--- src/rtl/loader_pkg.sv ---
// Shared types and geometry for the tile buffer loader.
// The optional stride feature is selected with LOADER_STRIDE_EN.
package loader_pkg;

  typedef enum logic [1:0] {
    IDLE,
    FETCH,
    DRAIN,
    SHIFT
  } state_t;

  localparam int unsigned WORDS_PER_TILE = 16;
  localparam int unsigned BYTES_PER_WORD = 4;
  localparam int unsigned TILE_BYTES     = 64;
  localparam int unsigned WORDS_PER_ROW  = 2;
  localparam int unsigned K_W            = $clog2(WORDS_PER_TILE);

endpackage

--- src/rtl/loader_addr_gen.sv ---
// Source-address generator: holds the latched base (and stride) and
// registers addr(k). The stride option (LOADER_STRIDE_EN) lives here.
module loader_addr_gen
  import loader_pkg::*;
#(
  parameter int ADDR_W = 16
`ifdef LOADER_STRIDE_EN
  ,
  parameter int STRIDE_W = 8
`endif
) (
  input  logic              clk,
  input  logic              rst,
  input  logic              load,
  input  logic              step,
  input  logic [ADDR_W-1:0] base_addr,
`ifdef LOADER_STRIDE_EN
  input  logic [STRIDE_W-1:0] row_stride,
`endif
  input  logic [K_W-1:0]    k_next,
  output logic [ADDR_W-1:0] addr
);

  logic [ADDR_W-1:0] base_q;
  logic [ADDR_W-1:0] offset;

`ifdef LOADER_STRIDE_EN
  logic [STRIDE_W-1:0] stride_q;

  // Each tile row spans two words; row index times stride, plus word-in-row.
  always_comb begin
    offset = ADDR_W'(k_next[K_W-1:1]) * ADDR_W'(stride_q) + ADDR_W'(k_next[0]);
  end

  always_ff @(posedge clk) begin
    if (rst) begin
      stride_q <= '0;
    end else if (load) begin
      stride_q <= row_stride;
    end
  end
`else
  always_comb begin
    offset = ADDR_W'(k_next);
  end
`endif

  // Sum truncates to ADDR_W, so wrap past the top of memory is silent.
  always_ff @(posedge clk) begin
    if (rst) begin
      base_q <= '0;
      addr   <= '0;
    end else if (load) begin
      base_q <= base_addr;
      addr   <= base_addr;
    end else if (step) begin
      addr   <= base_q + offset;
    end
  end

endmodule

--- src/rtl/tile_buffer_loader.sv ---
// Write-side controller: fetches a 16-word tile into the tile buffer and
// issues row-shift commands. LOADER_STRIDE_EN enables strided row fetch.
module tile_buffer_loader
  import loader_pkg::*;
#(
  parameter int ADDR_W   = 16,
  parameter int STRIDE_W = 8
) (
  input  logic                clk,
  input  logic                rst,
  input  logic                start,
  input  logic [ADDR_W-1:0]   base_addr,
`ifdef LOADER_STRIDE_EN
  input  logic [STRIDE_W-1:0] row_stride,
`endif
  input  logic                shift_req,
  output logic                mem_rd,
  output logic [ADDR_W-1:0]   mem_addr,
  input  logic [31:0]         mem_rdata,
  output logic                wr_en,
  output logic [5:0]          wr_addr,
  output logic [31:0]         wr_data,
  output logic                shift_en,
  output logic                busy,
  output logic                done,
  output logic                tile_valid
);

  localparam logic [K_W-1:0] K_LAST = K_W'(WORDS_PER_TILE - 1);

  state_t         state;
  logic [K_W-1:0] k;
  logic           load;
  logic           step;

  assign load = (state == IDLE) && start;
  assign step = (state == FETCH) && (k != K_LAST);

  loader_addr_gen #(
    .ADDR_W   (ADDR_W)
`ifdef LOADER_STRIDE_EN
    ,
    .STRIDE_W (STRIDE_W)
`endif
  ) u_addr_gen (
    .clk        (clk),
    .rst        (rst),
    .load       (load),
    .step       (step),
    .base_addr  (base_addr),
`ifdef LOADER_STRIDE_EN
    .row_stride (row_stride),
`endif
    .k_next     (k + 1'b1),
    .addr       (mem_addr)
  );

  always_ff @(posedge clk) begin
    if (rst) begin
      state      <= IDLE;
      k          <= '0;
      mem_rd     <= 1'b0;
      wr_en      <= 1'b0;
      wr_addr    <= '0;
      wr_data    <= '0;
      shift_en   <= 1'b0;
      busy       <= 1'b0;
      done       <= 1'b0;
      tile_valid <= 1'b0;
    end else begin
      wr_en    <= 1'b0;
      shift_en <= 1'b0;
      done     <= 1'b0;
      unique case (state)
        IDLE: begin
          if (start) begin
            state      <= FETCH;
            k          <= '0;
            mem_rd     <= 1'b1;
            busy       <= 1'b1;
            tile_valid <= 1'b0;
          end else if (shift_req && tile_valid) begin
            state    <= SHIFT;
            shift_en <= 1'b1;
            busy     <= 1'b1;
          end
        end
        FETCH: begin
          // Read data for word k arrives at this edge; write it next cycle.
          wr_en   <= 1'b1;
          wr_addr <= {k, 2'b00};
          wr_data <= mem_rdata;
          if (k == K_LAST) begin
            state      <= DRAIN;
            mem_rd     <= 1'b0;
            done       <= 1'b1;
            tile_valid <= 1'b1;
          end else begin
            k <= k + 1'b1;
          end
        end
        DRAIN: begin
          state <= IDLE;
          busy  <= 1'b0;
        end
        SHIFT: begin
          state <= IDLE;
          busy  <= 1'b0;
        end
        default: state <= IDLE;
      endcase
    end
  end

endmodule

--- config.mk ---
export PLATFORM = sky130hd
export DESIGN_NAME = tile_buffer_loader
export DESIGN_NICKNAME = d
export VERILOG_FILES = /design/src/rtl/loader_pkg.sv /design/src/rtl/loader_addr_gen.sv /design/src/rtl/tile_buffer_loader.sv
export SDC_FILE = /design/constraint.sdc
export NUM_CORES = 1
export LEC_CHECK = 0
export BUFFER_PORTS_ARGS = -buffer_cell sky130_fd_sc_hd__buf_2
export CAP_MARGIN = 20
export CORE_MARGIN = 2
export CORE_UTILIZATION = 50
export CTS_CLUSTER_DIAMETER = 200
export DETAILED_ROUTE_END_ITERATION = 6
export PLACE_DENSITY = 0.88
export SYNTH_ARGS = -nofsm -noshare
export SYNTH_HDL_FRONTEND = slang
export SYNTH_SLANG_ARGS = --single-unit
--- constraint.sdc ---
create_clock -name clk -period 2.7 [get_ports clk]
set_clock_uncertainty 0.1 [all_clocks]
set_input_delay 0.54 -clock clk [delete_from_list [all_inputs] [get_ports clk]]
set_output_delay 0.54 -clock clk [all_outputs]
set_load 0.01 [all_outputs]
**Word level (Yosys, flattened, before mapping)**

Cells that the tools add are included.

- Register bits: 80
- Logic and storage cells: 60
- Input port bits: 52
- Output and inout port bits: 60

- Equal/unequal tests: 9
- Bitwise gates (word level): 2
- Reduce and logical (&&, ||, !) cells: 14
- Muxes and demuxes: 21
- Add/sub/neg operators: 2

Operators by type and width:

| kind | number |
|---|---|
| $mux W16 | 2 |
| $add A16 B4 Y16 | 1 |
| $mux W1 | 9 |
| $mux W4 | 2 |
| $pmux W4 S2 | 1 |
| $mux W2 | 3 |
| $pmux W1 S2 | 3 |
| $pmux W2 S3 | 1 |
| $reduce_and A3 Y1 | 2 |
| $reduce_bool A2 Y1 | 3 |
| $add A4 B1 Y4 const B | 1 |
| $eq A2 B2 Y1 const B | 2 |
| $eq A4 B4 Y1 const B | 1 |
| $ne A2 B2 Y1 const B | 2 |
| $ne A4 B4 Y1 const B | 1 |
| $reduce_and A2 Y1 | 2 |
| $reduce_or A2 Y1 | 2 |
| $logic_and A1 B1 Y1 | 3 |
| $ne A3 B2 Y1 const B | 1 |
| $reduce_or A3 Y1 | 1 |
| $eq A2 B1 Y1 const B | 1 |
| $logic_not A2 Y1 | 1 |
| $ne A2 B1 Y1 const B | 1 |
| $not A1 Y1 | 2 |

**Longest topological paths before layout**

Gate-level depths: netlist of run 1.

- Word-level depth: 4
- Depth in mapped cells: 8
- Mapped depth without buffers: 8

**Modules after synthesis**

From an unflattened synthesis of run 1, not the netlist that was laid out.

- Cells, all modules: 413
- Area, all modules: 3,555.9 um^2

Modules (own cells, without submodules):

| module | area each (um^2) | instances | cells each | sequential area each (um^2) |
|---|---|---|---|---|
| tile_buffer_loader | 1,789.2 | 1 | 219 | 960.9 |
| loader_addr_gen | 1,766.7 | 1 | 194 | 640.6 |

**Least setup slack after synthesis of run 1**

OpenSTA, ideal clock, no wires.

- Path type: reg2reg
- Start: reg k[0]
- End: reg u_addr_gen.addr[9]
- Setup slack: 533 ps
- Path buffers: 0
- Cell stages (with the launch flop): 8
- Clock period less this slack: 2,167 ps
- Arrival: 1,952 ps
- Library setup time: 115 ps
- Required time: 2,485 ps
- Cells stage by stage: dfxtp_1 ha_1 xor2_1 ha_1 and3_1 a211o_1 a211o_1 and3_1

- Word-level cells in the longest chain between the ends: 4
- Elaborated cells on any way between the ends: 7
- Those cells by class: 2 x add/sub; 1 x eq/ne; 2 x mux; 2 x reduce/logical

Ends and longest elaborated chain:

| element | RTL line | source |
|---|---|---|
| from (decl) | tile_buffer_loader.sv:32 | `logic [K_W-1:0] k;` |
| from (signal assigned) | tile_buffer_loader.sv:99 | `k <= k + 1'b1;` |
| $add A4 B1 Y4 | tile_buffer_loader.sv:54 | `.k_next (k + 1'b1),` |
| $add A16 B4 Y16 | loader_addr_gen.sv:57 | `addr <= base_q + offset;` |
| $mux W16 | loader_addr_gen.sv:56 | `end else if (step) begin` |
| $mux W16 | loader_addr_gen.sv:53 | `end else if (load) begin` |
| to (signal assigned) | loader_addr_gen.sv:55 | `addr <= base_addr;` |
| to (signal assigned) | loader_addr_gen.sv:57 |  |
| to (decl) | loader_addr_gen.sv:21 | `output logic [ADDR_W-1:0] addr` |

Several ways; a longest one is shown, not always the timed one. The select of a mux whose other input is x is not followed.
A chain may end at the register's enable or synchronous reset.

**Worst setup path after layout of run 1**

- Start: reg k[2]
- End: reg u_addr_gen.addr[13]

Same word-level chain as after synthesis.

==> results of run 1 <==
-- layout by cell type (no fill, tap or decap), types with 2 or more instances in the layout --
cell type	instances
a311oi_1	3
or3_1	6
ha_1	5
nor3_1	7
a211o_1	2
nor2_1	12
and2_1	3
clkinvlp_4	2
clkinv_2	2
nand4_1	2
a21o_1	2
o221ai_1	9
o211ai_1	2
clkbuf_8	9
a31oi_1	6
nand3_1	11
nand2b_1	3
bufinv_16	2
xnor2_1	4
and3_1	3
inv_1	11
o21ai_0	10
dfxtp_1	80
and4_1	2
mux2i_1	3
nand2_1	113
conb_1	2
buf_4	7
a211oi_1	2
a21oi_1	62
buf_2	109
-- flip-flops by register name (all words and copies together), names as in the netlist, 2 cells and up --
signal             flops
u_addr_gen.addr       16
state                  2
u_addr_gen.base_q     16
wr_addr                4
wr_data               32
k                      4
-- area by class of cell --
cell class	count	share of cell area, %
Timing Repair Buffer	116	14.40
Clock inverter	6	2.049
Sequential cell	80	38.57
Multi-Input combinational cell	297	38.60
Inverter	11	0.9943
Clock buffer	9	2.983
Tap cell	80	2.410
-- report_power, final --
part	total, mW	internal, mW	switching [mW]
combinational	0.332	0.138	0.194
clock	0.938	0.512	0.426
sequential	1.29	1.25	0.0461
total	2.56	1.90	0.666
-- cell usage after synthesis (all sizes together), types with 3 or more instances --
cell type	count	area share, %
a211oi	3	0.81
o221ai	9	2.3
and3	3	0.55
xnor2	4	1.0
or3	6	1.1
dfxtp	80	47
nor2	13	1.5
nand3	12	1.9
a31oi	6	1.1
a311oi	4	1.2
buf	13	2.5
o21ai	11	1.6
clkbuf	17	1.9
and2	3	0.55
a21oi	62	9.2
nand2	113	13
nor3	8	1.5
inv	11	1.2
ha	5	1.8
mux2i	3	0.89
nand2b	3	0.55
and4	3	0.85
-- critical path, stage by stage (launching register included) --
cell,delay [ns]
dfxtp_1,0.45
nand3_1,0.14
xnor2_1,0.25
ha_1,0.34
and3_1,0.24
a211oi_2,0.48
o21ai_0,0.16
a31oi_1,0.20
-- per-layer routing --
layer / up-vias / routed length (um) / track usage, % / share of wire (%)
met1: 1543 / 3507 / 26.07 / 42
li1: 1625 / - / - / -
met5: - / 0 / 0 / 0
met2: 123 / 4151 / 39.86 / 50
met4: 0 / 78 / 6.250 / 0.94
met3: 11 / 550 / 5.524 / 6.6
-- stage by stage --
step / setup WS (ns) / utilization [%] / cells / hold WS, ns
after floorplan: 0.5329 / - / 418 / 0.3400
after global placement: 0.4658 / 59.03 / 584 / 0.3391
after detailed placement: 0.3153 / 59.03 / 584 / 0.3448
after CTS: 0.3047 / 62.15 / 599 / 0.3095
after global routing: 0.09041 / 62.15 / 599 / 0.3011
final: 0.2666 / 62.15 / 599 / 0.3177
-- cells by family (layout without fill, tap and decap cells) --
logic type / count (synthesis) / after routing
compound gates: 107 / 107
simple gates: 174 / 174
buf+inv: 41 / 142
mux: 3 / 3
fa+ha+maj: 6 / 6
flops: 80 / 80
xor+xnor: 5 / 5
other cells: 1 / 2
-- final timing paths --
check	start	to	cells past startpoint
min reg2reg	wr_data[31]	wr_data[31]	2
min	mem_rdata[22]	wr_data[22]	3
max reg2reg	k[2]	u_addr_gen.addr[13]	7
max	k[2]	u_addr_gen.addr[13]	7
==> results.sh, run 1 <==
export IMPL_seqCellArea_um2=1602
export IMPL_tightest_slew_ns=0.7140
export IMPL_gp_congestion=0.8999
export IMPL_yosys_area_share_adder_pct=2.437
export IMPL_path_max_fanout=8
export IMPL_synth_seq_cells=80
export IMPL_synth_warnings=0
export IMPL_initial_utilization_pct=50.71
export IMPL_status="complete, no violations"
export IMPL_ctsHoldBuffers=0
export IMPL_grt_pass1_wl_um=13310
export IMPL_max_freq_ghz=0.4109
export IMPL_clock_latency_ns=0.35
export IMPL_fin_tns_setup_ns=0
export IMPL_rsz0062_at_grt="false"
export IMPL_setup_violations_final=0
export IMPL_ys_async_sr_fraction_pct=0
export IMPL_power_density_nw_per_um2=617.5
export IMPL_drv_slew=0
export IMPL_yosysSeqAreaShare_pct=47.27
export IMPL_multi_input_area_um2=1603
export IMPL_cts_resized=0
export IMPL_die_area_um2=7451
export IMPL_num_vias=3302
export IMPL_muxShareOfSynthArea_pct=0.8863
export IMPL_numClockSinks=80
export IMPL_drtIter0Drc=207
export IMPL_rows=30
export IMPL_syn_inst=417
export IMPL_final_area_um2=4153
export IMPL_fin_crit_sh_pct=90.13
export IMPL_grt_max_degree=71
export IMPL_wl_per_cell_um=13.84
export IMPL_fp_coreArea_um2=6681
export IMPL_die_h_um=86.32
export IMPL_p_leak_nw=1.826
export IMPL_wl_um=8288
export IMPL_clk_pin_slew_ns=0.08
export IMPL_post_route_drc_count=0
export IMPL_drt_pass1_iter_count=5
export IMPL_detailed_place_area_um2=3944
export IMPL_avgSynthCellArea_um2=8.125
export IMPL_htreeDepth=3
export IMPL_fillCellCount=608
export IMPL_n_antenna_cell=0
export IMPL_critPathArrivalTime_ns=2.61
export IMPL_critPathLaunchType="flip-flop"
export IMPL_clock_path_buffers=2
export IMPL_finalCriticalPeriod_ns=2.433
export IMPL_via_per_inst=5.513
export IMPL_dp_hpwl_um=5710
export IMPL_port_buffers=109
export IMPL_ff2ff_setup_slack_ns=0.27
export IMPL_synthFlopType="dfxtp_1"
export IMPL_cap_viol_max_count=0
export IMPL_cp_required_ns=2.87
export IMPL_total_power_mw=2.564
export IMPL_numCtsBuffers=9
export IMPL_synth_edf_count=0
export IMPL_synth_xor_area_share_pct=1.292
export IMPL_min_path_type="in -> reg"
export IMPL_antenna_left=0
export IMPL_antenna_found_initial=0
export IMPL_cts_tree="done"
export IMPL_synth_area_um2=3388
export IMPL_die_w_um=86.32
export IMPL_hold_violations=0
export IMPL_yosys_area_share_simple_pct=23.26
export IMPL_ir_drop_mv=0.3306
export IMPL_slew_headroom_pct=52.40
export IMPL_synth_compound_area_share_pct=19.13
export IMPL_grt_overflow_total=0
export IMPL_synth_top_family_by_area="simple AND/OR/NAND/NOR gates"
export IMPL_track_usage_pct=22.15
export IMPL_critical_path_class="reg -> reg"
export IMPL_io_pins=112
export IMPL_area_growth_pct=22.56
export IMPL_final_net_count=573
export IMPL_endpoint_kind="flip-flop"
export IMPL_ys_types=53
export IMPL_cts_root_buf="clkbuf_8"
export IMPL_post_cts_setup_buffers=0
export IMPL_drive_gt1_share_pct=26.97
export IMPL_grt_pass1_vias=3016
Power figures use the tool's default switching activity.
==> inputs of run 2 (changes only) <==
--- a/config.mk
+++ b/config.mk
@@ -8,10 +8,12 @@
 export BUFFER_PORTS_ARGS = -buffer_cell sky130_fd_sc_hd__buf_2
 export CAP_MARGIN = 20
 export CORE_MARGIN = 2
-export CORE_UTILIZATION = 50
+export CORE_UTILIZATION = 51
 export CTS_CLUSTER_DIAMETER = 200
 export DETAILED_ROUTE_END_ITERATION = 6
-export PLACE_DENSITY = 0.88
+export PLACE_DENSITY = 0.89
 export SYNTH_ARGS = -nofsm -noshare
 export SYNTH_HDL_FRONTEND = slang
+export SYNTH_HIERARCHICAL = 1
 export SYNTH_SLANG_ARGS = --single-unit
+export TNS_END_PERCENT = 30
==> results.sh, run 2 <==
export IMPL_synthFlopType="dfxtp_1"
export IMPL_antenna_found_initial=0
export IMPL_setup_violations_final=0
export IMPL_ctsHoldBuffers=0
export IMPL_clock_latency_ns=0.36
export IMPL_utilization_pct=63.28
export IMPL_clock_path_buffers=2
export IMPL_r2r_start="k[0]"
export IMPL_switching_share_pct=29.01
export IMPL_port_buffers=109
export IMPL_cp_required_ns=2.86
export IMPL_critPathArrivalTime_ns=2.52
export IMPL_yosysSeqAreaShare_pct=45.04
export IMPL_numClockSinks=80
export IMPL_ys_async_sr_fraction_pct=0
export IMPL_endpoint_kind="flip-flop"
export IMPL_via_per_inst=5.449
export IMPL_max_freq_ghz=0.4229
export IMPL_slew_headroom_pct=43.70
export IMPL_seqCellArea_um2=1602
export IMPL_io_pins=112
export IMPL_synth_seq_cells=80
export IMPL_grt_max_degree=44
export IMPL_synth_edf_count=0
export IMPL_cts_tree="done"
export IMPL_yosys_area_top_type="dfxtp_1"
export IMPL_drive_gt1_share_pct=29.13
export IMPL_drv_slew=0
export IMPL_critical_path_class="reg -> reg"
export IMPL_final_net_count=568
export IMPL_placedCellCount=579
export IMPL_synth_top_area_share_pct=45.04
export IMPL_use_met3_pct=5.213
export IMPL_htreeDepth=3
export IMPL_largest_register="wr_data"
export IMPL_numCtsBuffers=9
export IMPL_gr_usage_met2_pct=37.74
export IMPL_avgSynthCellArea_um2=8.610
export IMPL_wl_um=8598
export IMPL_dp_hpwl_um=6149
export IMPL_path_max_fanout=9
export IMPL_largestRegisters="wr_data (32), u_addr_gen/addr (16), u_addr_gen/base_q (16)"
export IMPL_p_comb_share_pct=14.8
export IMPL_netlist_top_cells_count="dfxtp_1 (80), nand2_1 (78), a21oi_1 (51), nor2_1 (35), mux2i_1 (14)"
export IMPL_rsz0062_at_grt="false"
export IMPL_p_leak_nw=1.986
export IMPL_drtIter0Drc=159
export IMPL_power_frac_seq_pct=51.7
export IMPL_final_common_cell="buf_2"
export IMPL_area_growth_pct=20.23
export IMPL_fin_tns_setup_ns=0
export IMPL_die_h_um=87.50
export IMPL_num_vias=3242
export IMPL_antenna_left=0
export IMPL_fp_coreArea_um2=6756
export IMPL_track_usage_pct=22.63
export IMPL_clk_pin_slew_ns=0.09
export IMPL_setup_worst_path_start="k[0]"
export IMPL_synth_area_um2=3556
export IMPL_holdWs_ns=0.3069
export IMPL_ir_drop_mv=0.3339
export IMPL_multi_input_area_um2=1727
export IMPL_final_cell_mix="buf_2 (109), dfxtp_1 (80), nand2_1 (78)"
export IMPL_use_met1_pct=28.15
export IMPL_largest_reg_flops=32
export IMPL_synth_warnings=6
export IMPL_netSwitchingPower_uw=726.2
export IMPL_grt_busiest_layer="met2"
export IMPL_cts_resized=0
export IMPL_internal_power_mw=1.777
export IMPL_rows=30
export IMPL_min_path_type="in -> reg"
export IMPL_rr_worst_depth=6
export IMPL_fillCellCount=596
export IMPL_drt_pass1_iter_count=6
export IMPL_grt_pass1_vias=2940
export IMPL_hold_violations=0
export IMPL_fin_crit_sh_pct=87.59
export IMPL_cap_viol_max_count=0
export IMPL_layoutNonFillerInstCount=595
export IMPL_ys_types=66
export IMPL_tightest_slew_ns=0.8445
export IMPL_syn_inst=413
export IMPL_n_antenna_cell=0
export IMPL_critPathLaunchType="flip-flop"
export IMPL_post_route_drc_count=0
export IMPL_yosysMostFrequentCell="dfxtp_1"
export IMPL_clock_power_share_pct=33.6
export IMPL_post_cts_setup_buffers=0
export IMPL_total_power_mw=2.504
export IMPL_wl_per_cell_um=14.45
export IMPL_initial_utilization_pct=52.63
export IMPL_synthTopCellsByArea="dfxtp_1 (45%), nand2_1 (8.2%), a21oi_1 (7.2%)"
export IMPL_timing_rr_end="u_addr_gen/addr[6]"
export IMPL_grt_overflow_total=0
export IMPL_gp_congestion=0.8473
export IMPL_ff2ff_setup_slack_ns=0.34
export IMPL_status="complete, no violations"
export IMPL_finalCriticalPeriod_ns=2.365
export IMPL_die_w_um=87.50
export IMPL_grt_pass1_wl_um=13610
export IMPL_power_density_nw_per_um2=585.6
export IMPL_cts_root_buf="clkbuf_8"
export IMPL_endpoint="u_addr_gen/addr[6]"
export IMPL_die_area_um2=7656
## run 2: changes by cell type in the layout (fill, tap and decap cells not counted), sizes merged, moves of 4 or more
cell,change
a22oi,+5
o221ai,-8
mux2i,+11
nor3,-4
a21oi,-10
nand2,-35
a31oi,-4
nor2,+23
## run 2: logic make-up (layout without fill, tap and decap cells)
| logic type | Yosys count | count (layout) | share of synthesized area (%) |
|---|---|---|---|
| AOI/OAI and AO/OA | 102 | 102 | 19.07 |
| muxes | 15 | 15 | 4.257 |
| adders and majority gates | 6 | 6 | 2.322 |
| and+or+nand+nor | 164 | 164 | 21.64 |
| DFF | 80 | 80 | 45.04 |
| other | 1 | 2 | 0.1055 |
| buffers and inverters | 41 | 142 | 6.580 |
| xor gates and xnor gates | 4 | 4 | 0.9854 |
## run 2: worst min-delay path by stage
stage | startpoint | to | slack, ns | cells past startpoint
final | mem_rdata[5] | wr_data[5] | 0.31 | 3
after global routing | mem_rdata[6] | wr_data[6] | 0.30 | 3
after CTS | mem_rdata[6] | wr_data[6] | 0.30 | 3
after detailed placement | wr_data[22] | wr_data[22] | 0.34 | 2
after global placement | wr_data[8] | wr_data[8] | 0.34 | 2
after floorplan | k[1] | wr_addr[3] | 0.36 | 2
## run 2: cell type report
cell class,count,area share [%]
repair buffers,119,14.81
clock buffers,10,3.219
inverters,7,0.6146
flip-flops and latches,80,37.46
clock inverters,6,1.171
well taps,80,2.341
multi-input cells,293,40.39
## run 2: power by group through the flow
stage | registers [mW] | clock network, mW | logic (mW)
after floorplan | 1.33 | 0 | 0.219
after global placement | 1.32 | 0 | 0.353
after detailed placement | 1.32 | 0 | 0.368
after CTS | 1.29 | 0.853 | 0.370
after global routing | 1.30 | 0.897 | 0.410
final | 1.29 | 0.841 | 0.369
## run 2: worst max-delay path, cell delays in order, from the launching register on
cell and delay, ns:
dfxtp_1 0.36, ha_1 0.37, fa_1 0.51, a211oi_2 0.29
nor2_2 0.14, and4_1 0.24, o32ai_1 0.26
## run 2: metal layers
metal / share of wire, % / wire length (um)
met5: 0 / 0
met2: 50 / 4257
met1: 42 / 3618
met3: 6.4 / 547
met4: 2.0 / 174
## run 2: metrics by stage
step	setup slack (ns)	cell area, um^2
floorplan	0.5587	3560
global placement	0.4371	4088
detailed placement	0.3749	4088
CTS	0.3431	4275
global route	0.2037	4275
finish	0.3351	4275
==> inputs of run 3 (changes only) <==
--- a/config.mk
+++ b/config.mk
@@ -11,7 +11,7 @@
 export CORE_UTILIZATION = 51
 export CTS_CLUSTER_DIAMETER = 200
 export DETAILED_ROUTE_END_ITERATION = 6
-export PLACE_DENSITY = 0.89
+export PLACE_DENSITY = 0.78
 export SYNTH_ARGS = -nofsm -noshare
 export SYNTH_HDL_FRONTEND = slang
 export SYNTH_HIERARCHICAL = 1
==> results.sh, run 3 (synthesis results as in run 2) <==
export IMPL_grt_pass1_wl_um=13100
export IMPL_die_w_um=87.50
export IMPL_wl_um=8218
export IMPL_fin_tns_setup_ns=0
export IMPL_cp_top_family="simple AND/OR/NAND/NOR gates"
export IMPL_total_power_mw=2.574
export IMPL_cts_tree="done"
export IMPL_grt_overflow_total=0
export IMPL_status="complete, no violations"
export IMPL_hold_violations=0
export IMPL_cp_slowest_cell="nor2_1"
export IMPL_cp_required_ns=2.86
export IMPL_netSwitchingPower_uw=707.0
export IMPL_p_comb_share_pct=14.0
export IMPL_critPathLaunchType="flip-flop"
export IMPL_placedCellCount=578
export IMPL_clock_latency_ns=0.35
export IMPL_io_pins=112
export IMPL_layoutNonFillerInstCount=594
export IMPL_drt_pass1_iter_count=4
export IMPL_cap_viol_max_count=0
export IMPL_largestRegisters="wr_data (32), u_addr_gen/addr (16), u_addr_gen/base_q (16)"
export IMPL_final_net_count=567
export IMPL_final_common_cell="buf_2"
export IMPL_critPathBufInv=0
export IMPL_drv_slew=0
export IMPL_n_antenna_cell=0
export IMPL_post_route_drc_count=0
export IMPL_port_buffers=109
export IMPL_critical_path_class="reg -> reg"
export IMPL_largest_register="wr_data"
export IMPL_power_frac_seq_pct=50.2
export IMPL_post_cts_setup_buffers=0
export IMPL_r2r_start="k[0]"
export IMPL_drtIter0Drc=135
export IMPL_rr_worst_depth=7
export IMPL_slew_headroom_pct=43.90
export IMPL_tightest_slew_ns=0.8415
export IMPL_clk_pin_slew_ns=0.09
export IMPL_clock_power_share_pct=35.8
export IMPL_area_growth_pct=20.37
export IMPL_wl_per_cell_um=13.84
export IMPL_die_h_um=87.50
export IMPL_switching_share_pct=27.47
export IMPL_numClockSinks=80
export IMPL_antenna_left=0
export IMPL_via_per_inst=5.402
export IMPL_rsz0062_at_grt="false"
export IMPL_worstHoldPathCells=3
export IMPL_timing_rr_end="u_addr_gen/addr[14]"
export IMPL_slowest_delay_ns=0.63
export IMPL_track_usage_pct=21.50
export IMPL_max_freq_ghz=0.4041
export IMPL_drive_gt1_share_pct=28.99
export IMPL_num_vias=3209
export IMPL_p_leak_nw=1.991
export IMPL_initial_utilization_pct=52.63
export IMPL_gp_congestion=0.8682
export IMPL_internal_power_mw=1.867
export IMPL_grt_pass1_vias=2918
export IMPL_final_cell_mix="buf_2 (109), dfxtp_1 (80), nand2_1 (78)"
export IMPL_power_density_nw_per_um2=601.4
export IMPL_path_cells="ha_1 -> and4_4 -> nor3_1 -> nor2_1 -> nor2_1 -> a41o_1 -> a311oi_2"
export IMPL_die_area_um2=7656
export IMPL_endpoint_kind="flip-flop"
export IMPL_worstHoldEndpoint="wr_data[0]"
export IMPL_ir_drop_mv=0.4286
export IMPL_fin_crit_sh_pct=91.65
export IMPL_path_max_fanout=11
export IMPL_ctsHoldBuffers=0
export IMPL_min_path_type="in -> reg"
export IMPL_largest_reg_flops=32
export IMPL_antenna_found_initial=0
export IMPL_setup_violations_final=0
export IMPL_clock_path_buffers=2
export IMPL_ff2ff_setup_slack_ns=0.23
export IMPL_cts_root_buf="clkbuf_8"
export IMPL_numCtsBuffers=9
export IMPL_dp_hpwl_um=5956
export IMPL_cts_resized=0
export IMPL_fp_coreArea_um2=6756
export IMPL_crit_top_cell="nor2_1"
export IMPL_min_delay_start="mem_rdata[0]"
export IMPL_finalCriticalPeriod_ns=2.475
export IMPL_rows=30
export IMPL_grt_max_degree=48
export IMPL_critPathArrivalTime_ns=2.63
export IMPL_htreeDepth=3
==> run 3: cell types whose count changed in the layout (fill, tap and decap cells not counted) <==
cell | before | now
inv_6 | 3 | 1
bufinv_16 | 0 | 1
clkinvlp_4 | 2 | 1
clkinv_4 | 1 | 2
inv_8 | 0 | 1
buf_12 | 1 | 0
==> run 3: area by class of cell <==
cell class	count	area [um^2]
Clock buffer	10	137.6
Clock inverter	6	75.07
Fill cell	584	2476
Inverter	7	26.28
Multi-Input combinational cell	293	1727
Sequential cell	80	1602
Tap cell	80	100.1
Timing Repair Buffer	118	613.1
==> run 3: worst max-delay path by stage <==
| stage | cells past startpoint | slack, ns | to | startpoint |
|---|---|---|---|---|
| 2_1_floorplan | 6 | 0.56 | u_addr_gen/addr[6] | k[0] |
| 3_3_place_gp | 8 | 0.33 | u_addr_gen/addr[14] | start |
| 3_5_place_dp | 8 | 0.27 | u_addr_gen/addr[14] | start |
| 4_1_cts | 7 | 0.25 | u_addr_gen/addr[14] | k[0] |
| 5_1_grt | 7 | 0.06 | u_addr_gen/addr[14] | k[0] |
| 6_report | 7 | 0.23 | u_addr_gen/addr[14] | k[0] |
==> run 3: metrics by stage <==
stage          hold WS (ns)  utilization (%)  area (um^2)  setup WS, ns
2_1_floorplan        0.3621                -         3560        0.5587
3_3_place_gp         0.3392            60.20         4068        0.3279
3_5_place_dp         0.3412            60.20         4068        0.2685
4_1_cts              0.3046            63.35         4280        0.2534
5_1_grt              0.3014            63.35         4280       0.05842
6_report             0.3183            63.35         4280        0.2254
==> run 3: worst register-to-register path: cells and delay by family, from the launching register on <==
family | cells | cell delay [ns]
AOI/OAI and AO/OA | 2 | 0.49
adders and majority gates | 1 | 0.30
DFF | 1 | 0.41
and+or+nand+nor | 4 | 1.09
==> run 3: routing by layer <==
layer  share of wire [%]  up-vias  global-route usage, %
met5                   0        -                      0
met1                  46     1489                  28.72
met4                0.74        0                  7.413
li1                    -     1623                      -
met3                 6.1        6                  5.403
met2                  48       91                  34.02
==> run 3: power groups by stage <==
stage          sequential, mW  combinational [mW]  clock [mW]
3_3_place_gp             1.32               0.350           0
3_5_place_dp             1.32               0.360           0
6_report                 1.29               0.360       0.922
2_1_floorplan            1.33               0.219           0
5_1_grt                  1.30               0.400       0.987
4_1_cts                  1.29               0.361       0.940
